`src/rtl/div_share_arbiter.sv`:
```
// div_share_arbiter: round-robin share of one divider between two requesters; DIV_ZERO_CHECK_EN answers b == 0 locally.
module div_share_arbiter #(
  parameter int WIDTH = 8
) (
  input  logic             clk,
  input  logic             rst_n,
  input  logic             req0,
  input  logic             req1,
  input  logic [WIDTH-1:0] a0,
  input  logic [WIDTH-1:0] b0,
  input  logic [WIDTH-1:0] a1,
  input  logic [WIDTH-1:0] b1,
  output logic             ack0,
  output logic             ack1,
  output logic             done0,
  output logic             done1,
  output logic [WIDTH-1:0] quot_out,
  output logic [WIDTH-1:0] rem_out,
  output logic             err_out,
  output logic             div_start,
  output logic [WIDTH-1:0] div_a,
  output logic [WIDTH-1:0] div_b,
  input  logic [WIDTH-1:0] div_quotient,
  input  logic [WIDTH-1:0] div_remainder,
  input  logic             div_busy,
  input  logic             div_done
);
  localparam logic [1:0] IDLE = 2'd0, WAIT = 2'd1, RESP = 2'd2;
`ifdef DIV_ZERO_CHECK_EN
  localparam bit ZCHK = 1'b1;
`else
  localparam bit ZCHK = 1'b0;
`endif
  logic [1:0] state;
  logic ptr, gnt, zpend, sel, sel_zero;
  logic [WIDTH-1:0] sel_a, sel_b;
  logic unused_ok;
  assign unused_ok = div_busy;
  always_comb begin
    sel = (req0 && req1) ? ptr : req1;
    sel_a = sel ? a1 : a0;
    sel_b = sel ? b1 : b0;
    sel_zero = ZCHK && (sel_b == '0);
  end
  // zpend marks a locally answered divide-by-zero; it waits one WAIT cycle so done trails ack
  always_ff @(posedge clk or negedge rst_n)
    if (!rst_n) begin
      state <= IDLE;
      ptr <= 1'b0;
      gnt <= 1'b0;
      zpend <= 1'b0;
      ack0 <= 1'b0;
      ack1 <= 1'b0;
      done0 <= 1'b0;
      done1 <= 1'b0;
      div_start <= 1'b0;
      div_a <= '0;
      div_b <= '0;
      quot_out <= '0;
      rem_out <= '0;
      err_out <= 1'b0;
    end else begin
      ack0 <= 1'b0;
      ack1 <= 1'b0;
      done0 <= 1'b0;
      done1 <= 1'b0;
      div_start <= 1'b0;
      case (state)
        IDLE: if (req0 || req1) begin
          gnt <= sel;
          ptr <= ~sel;
          ack0 <= ~sel;
          ack1 <= sel;
          div_start <= ~sel_zero;
          zpend <= sel_zero;
          div_a <= sel_a;
          div_b <= sel_b;
          state <= WAIT;
        end
        WAIT: if (zpend || (div_done && !div_start)) begin
          quot_out <= zpend ? '1 : div_quotient;
          rem_out <= zpend ? div_a : div_remainder;
          err_out <= zpend;
          done0 <= ~gnt;
          done1 <= gnt;
          zpend <= 1'b0;
          state <= RESP;
        end
        default: state <= IDLE;
      endcase
    end
endmodule

```
`config.mk`:
```
export PLATFORM = sky130hd
export DESIGN_NAME = div_share_arbiter
export DESIGN_NICKNAME = d
export VERILOG_FILES = /design/src/rtl/div_share_arbiter.sv
export SDC_FILE = /design/constraint.sdc
export NUM_CORES = 1
export LEC_CHECK = 0
export CAP_MARGIN = 40
export CORE_MARGIN = 2
export CORE_UTILIZATION = 35
export CTS_CLUSTER_SIZE = 12
export DETAILED_ROUTE_END_ITERATION = 7
export GPL_TIMING_DRIVEN = 0
export PLACE_DENSITY = 0.75
export SLEW_MARGIN = 20
export SYNTH_ARGS = -nofsm -noshare
export SYNTH_HDL_FRONTEND = slang
export SYNTH_SLANG_ARGS = --single-unit
```
`constraint.sdc`:
```
create_clock -name clk -period 3.6 [get_ports clk]
set_input_delay 0.36 -clock clk [delete_from_list [all_inputs] [get_ports clk]]
set_output_delay 0.36 -clock clk [all_outputs]
set_load 0.02 [all_outputs]
```
Yosys cells after proc, flatten, opt, wreduce, memory -nomap -nowiden
Index checks and enable logic that the tools add are counted.
{"block": "op_classes", "eq_ne": 3, "bitwise_logic": 2, "addsub": 0, "mux": 21, "mul": 0, "n_lt_le_gt_ge": 0, "shifts": 0, "div": 0, "reduce_logical": 11}
{"op": "$mux W8", "n": 4}
{"op": "$mux W1", "n": 13}
{"op": "$reduce_and A2 Y1", "n": 3}
{"op": "$mux W2", "n": 2}
{"op": "$ne A2 B2 Y1 const B", "n": 2}
{"op": "$pmux W2 S2", "n": 1}
{"op": "$reduce_and A3 Y1", "n": 1}
{"op": "$eq A2 B1 Y1 const B", "n": 1}
{"op": "$logic_and A1 B1 Y1", "n": 2}
{"op": "$logic_not A2 Y1", "n": 1}
{"op": "$logic_or A1 B1 Y1", "n": 2}
{"op": "$not A1 Y1", "n": 2}
{"op": "$pmux W1 S2", "n": 1}
{"op": "$reduce_bool A2 Y1", "n": 1}
{"op": "$logic_not A1 Y1", "n": 1}
{"block": "totals", "romBits": 0, "output_inout_bits": 38, "mem_count": 0, "ff_bits": 43, "in_bits": 54, "ram_bits": 0, "word_cells": 51, "latchBits": 0}

Depth between registers and ports, before layout
{"block": "depth", "word_depth": 5, "depth_mapped": 6, "ltp_nobuf": 4}

Least setup slack after synthesis
No wires, ideal clock.
{"block": "synth_path", "path_type": "reg2reg", "from": "register state[1]", "to": "register quot_out[2]", "setup_ns": 0.125, "path_stages_with_launch": 6, "t_arrival_ns": 1.265, "slack_ns": 2.210, "required_ns": 3.475, "cell_sequence": "dfrtp_1 -> nand2b_4 -> nor3b_2 -> buf_6 -> buf_12 -> mux2_2"}
{"block": "synth_via", "elab_chain_cells": 2}
{"element": "start, declared", "line_no": "34", "text": "logic [1:0] state;"}
{"element": "start signal, assigned", "line_no": "48", "text": "state <= IDLE;"}
{"element": "start signal, assigned", "line_no": "78", "text": "state <= WAIT;"}
{"element": "start signal, assigned", "line_no": "87", "text": "state <= RESP;"}
{"element": "$eq A2 B1 Y1", "line_no": "68", "text": "case (state)"}
{"element": "$reduce_and A2 Y1 (no line)"}
{"element": "end signal, assigned", "line_no": "81", "text": "quot_out <= zpend ? '1 : div_quotient;"}
{"element": "end, declared", "line_no": "17", "text": "output logic [WIDTH-1:0] quot_out,"}
No other way between the ends.
A chain may end at the register's enable or synchronous reset.

Worst setup path after layout
{"block": "layout_path", "from": "input port req0", "to": "register div_b[7]"}
{"block": "layout_via", "elab_chain_cells": 3, "elab_cells_between_ends": 5, "classes_between": "2 x mux; 3 x reduce/logical"}
{"element": "start, declared", "line_no": "7", "text": "input logic req0,"}
{"element": "$logic_and A1 B1 Y1", "line_no": "40", "text": "sel = (req0 && req1) ? ptr : req1;"}
{"element": "$mux W1", "line_no": "40"}
{"element": "$mux W8", "line_no": "42", "text": "sel_b = sel ? b1 : b0;"}
{"element": "end signal, assigned", "line_no": "77", "text": "div_b <= sel_b;"}
{"element": "end, declared", "line_no": "22", "text": "output logic [WIDTH-1:0] div_b,"}
Parallel ways exist; a longest one is shown, timed or not.

==> results.cfg <==
[route]
antenna_left = 0
wl_per_cell_um = 14.4
drtIter0Drc = 46
vias = 1575
drt-total-wl_mm = 4.59
drc = 0
avgViaCountPerCell = 4.94
dr.pass1.iters = 4

[cts]
cts_root_buf = clkbuf_8
cts_buffers = 5
htree_levels = 2
cts_sinks = 41
clk_path_buf_depth = 2
cts_tree = done
clock_latency_ns = 0.29
ctsHoldBuffers = 0
postCtsSetupRepairBufs = 0
post_cts_resized = 0
cts.clk_slew.worst_paths_ns = 0.07

[global_route]
grt_pass1_vias = 1553
grt_pass1_wl_mm = 7.20
grt_overflow = 0
grt_max_degree = 24
antenna_found_initial = 0
gr-usage-all-layers = 0.172

[worst_setup_path]
critPathKind = in -> reg
required_ns = 3.81
path_delay_family = buffers and inverters
slowest_delay_ns = 0.53
cpMaxStageDelayCell = clkdlybuf4s50_1
crit_chain = clkdlybuf4s50_1 > and2b_1 > clkbuf_1 > o21ai_0 > a31oi_1
crit_fanout = 10
arrival_ns = 1.92
crit_path_end_kind = flop
critPathLaunchType = primary input
crit_buf_inv = 2

[timing]
max_freq_mhz = 585
fin_crit_ns = 1.71
grt_setup_unrepaired = false
setup_viol = 0
fin_skew_ns = 0.00650
setup_tns_ns = 0
finalHoldViolCount = 0
fin_crit_sh = 0.475
finalMaxSlewViolations = 0

[synthesis]
ys_seq_area_frac = 0.582
syn_area_per_cell_um2 = 11.5
synth_cell_type_count = 27
netlist_area_um2 = 1760
synth_nets = 208
synth-seq-cells = 41
syn_inst = 154
yosysWarnings = 0

[die]
die_x_um = 75.0
die_height_um = 75.0
core_area_um2 = 4790
fp.dieArea_um2 = 5620
initial_utilization = 0.369
ios = 92
row_count = 25

[cells_and_area]
final_cell_mix = 88 x clkdlybuf4s50_1, 41 x dfrtp_1, 18 x a21oi_1, 17 x o21ai_0, 17 x a31oi_1
final_common_cell = clkdlybuf4s50_1
num_antenna_cells = 0
layout.nets = 305
syn2layout_area_growth_pct = 63.1
drive_gt1_frac = 0.155

[power_and_ir_drop]
power.density_nw_per_um2 = 839
p_total_mw = 2.41
max-vdd-ir-drop_uv = 345
leakage_nw = 1.17

[run]
drv_cap = 0

[place]
port_buffers = 89
place_congestion = 0.733
dpl.hpwl_mm = 3.33

[min_path]
hold_path_class = in -> async

[run_status]
status = complete, no violations
[synth_stat cells, drive strengths merged]
cell type,number,area share
dfrtp,41,0.58
a21oi,18,0.051
a31oi,17,0.060
o21ai,17,0.048
mux2,16,0.10
nand3,16,0.045
buf,12,0.050
clkbuf,2,0.0043
inv,2,0.0043
nand2b,2,0.011
nor2b,2,0.0071
a21o,1,0.0043
and2,1,0.0035
and2b,1,0.0043
and3,1,0.0035
conb,1,0.0021
nand2,1,0.0035
nor2,1,0.0021
nor3b,1,0.0071
or2,1,0.0035
[stage by stage]
step                hold WS (ns)  instances  worst slack (ns)   util  area [µm²]
global placement           0.432        310              1.14  0.572        2740
global route              0.0331        319              1.79  0.601        2880
finish                    0.0119        319              1.89  0.601        2880
detailed placement         0.334        311              1.60  0.577        2760
CTS                       0.0158        319              1.91  0.601        2880
floorplan                 0.0644        154              2.21      -        1760
[path summary, 6_finish.rpt]
kind | slack [ns] | end | cells past startpoint | start
max in group asynchronous | 3.12 | div_b[3]$_DFFE_PN0P_ | 2 | rst_n
min in group clk | 0.44 | done0$_DFF_PN0_ | 1 | gnt$_DFFE_PN0P_
setup reg to reg | 2.03 | div_b[7]$_DFFE_PN0P_ | 4 | ptr$_DFFE_PN0P_
setup / recovery | 1.89 | div_b[7]$_DFFE_PN0P_ | 5 | req0
hold reg to reg | 0.44 | done0$_DFF_PN0_ | 1 | gnt$_DFFE_PN0P_
hold / removal | 0.01 | rem_out[1]$_DFFE_PN0P_ | 1 | rst_n
[state kept, by name, indices dropped and copies added, names as in the netlist]
signal / count
rem_out: 8
div_a: 8
ack1: 1
ack0: 1
ptr: 1
state: 2
done0: 1
div_b: 8
done1: 1
gnt: 1
quot_out: 8
div_start: 1
[final cells by class]
cell class                      count  area, µm²
Clock inverter                      1       30.0
Inverter                            2       7.51
Sequential cell                    41       1030
Clock buffer                        7       86.3
Tap cell                           67       83.8
Timing Repair Buffer               90        913
Buffer                             14       96.3
Fill cell                         448       1910
Multi-Input combinational cell     97        634
[cells by family (layout without fill, tap and decap cells)]
| group | Yosys count | count (layout) | share of synthesized area |
|---|---|---|---|
| AO/OA/AOI/OAI | 53 | 53 | 0.164 |
| AND/OR/NAND/NOR | 27 | 27 | 0.0915 |
| buffers and inverters | 16 | 114 | 0.0589 |
| flip-flops | 41 | 41 | 0.582 |
| multiplexers | 16 | 16 | 0.102 |
| other | 1 | 1 | 0.00213 |
[routing by layer]
metal,track usage,wire length [µm],vias to the layer above
li1,-,-,747
met1,0.198,1880,759
met2,0.306,2350,63
met3,0.0455,302,6
met4,0.0675,63,0
met5,0,0,-
[where the power goes]
part	switching, mW	internal [mW]
logic	0.607	0.630
registers	0.114	0.684
clock network	0.153	0.226
total	0.873	1.54
Power figures use the tool's default switching activity.
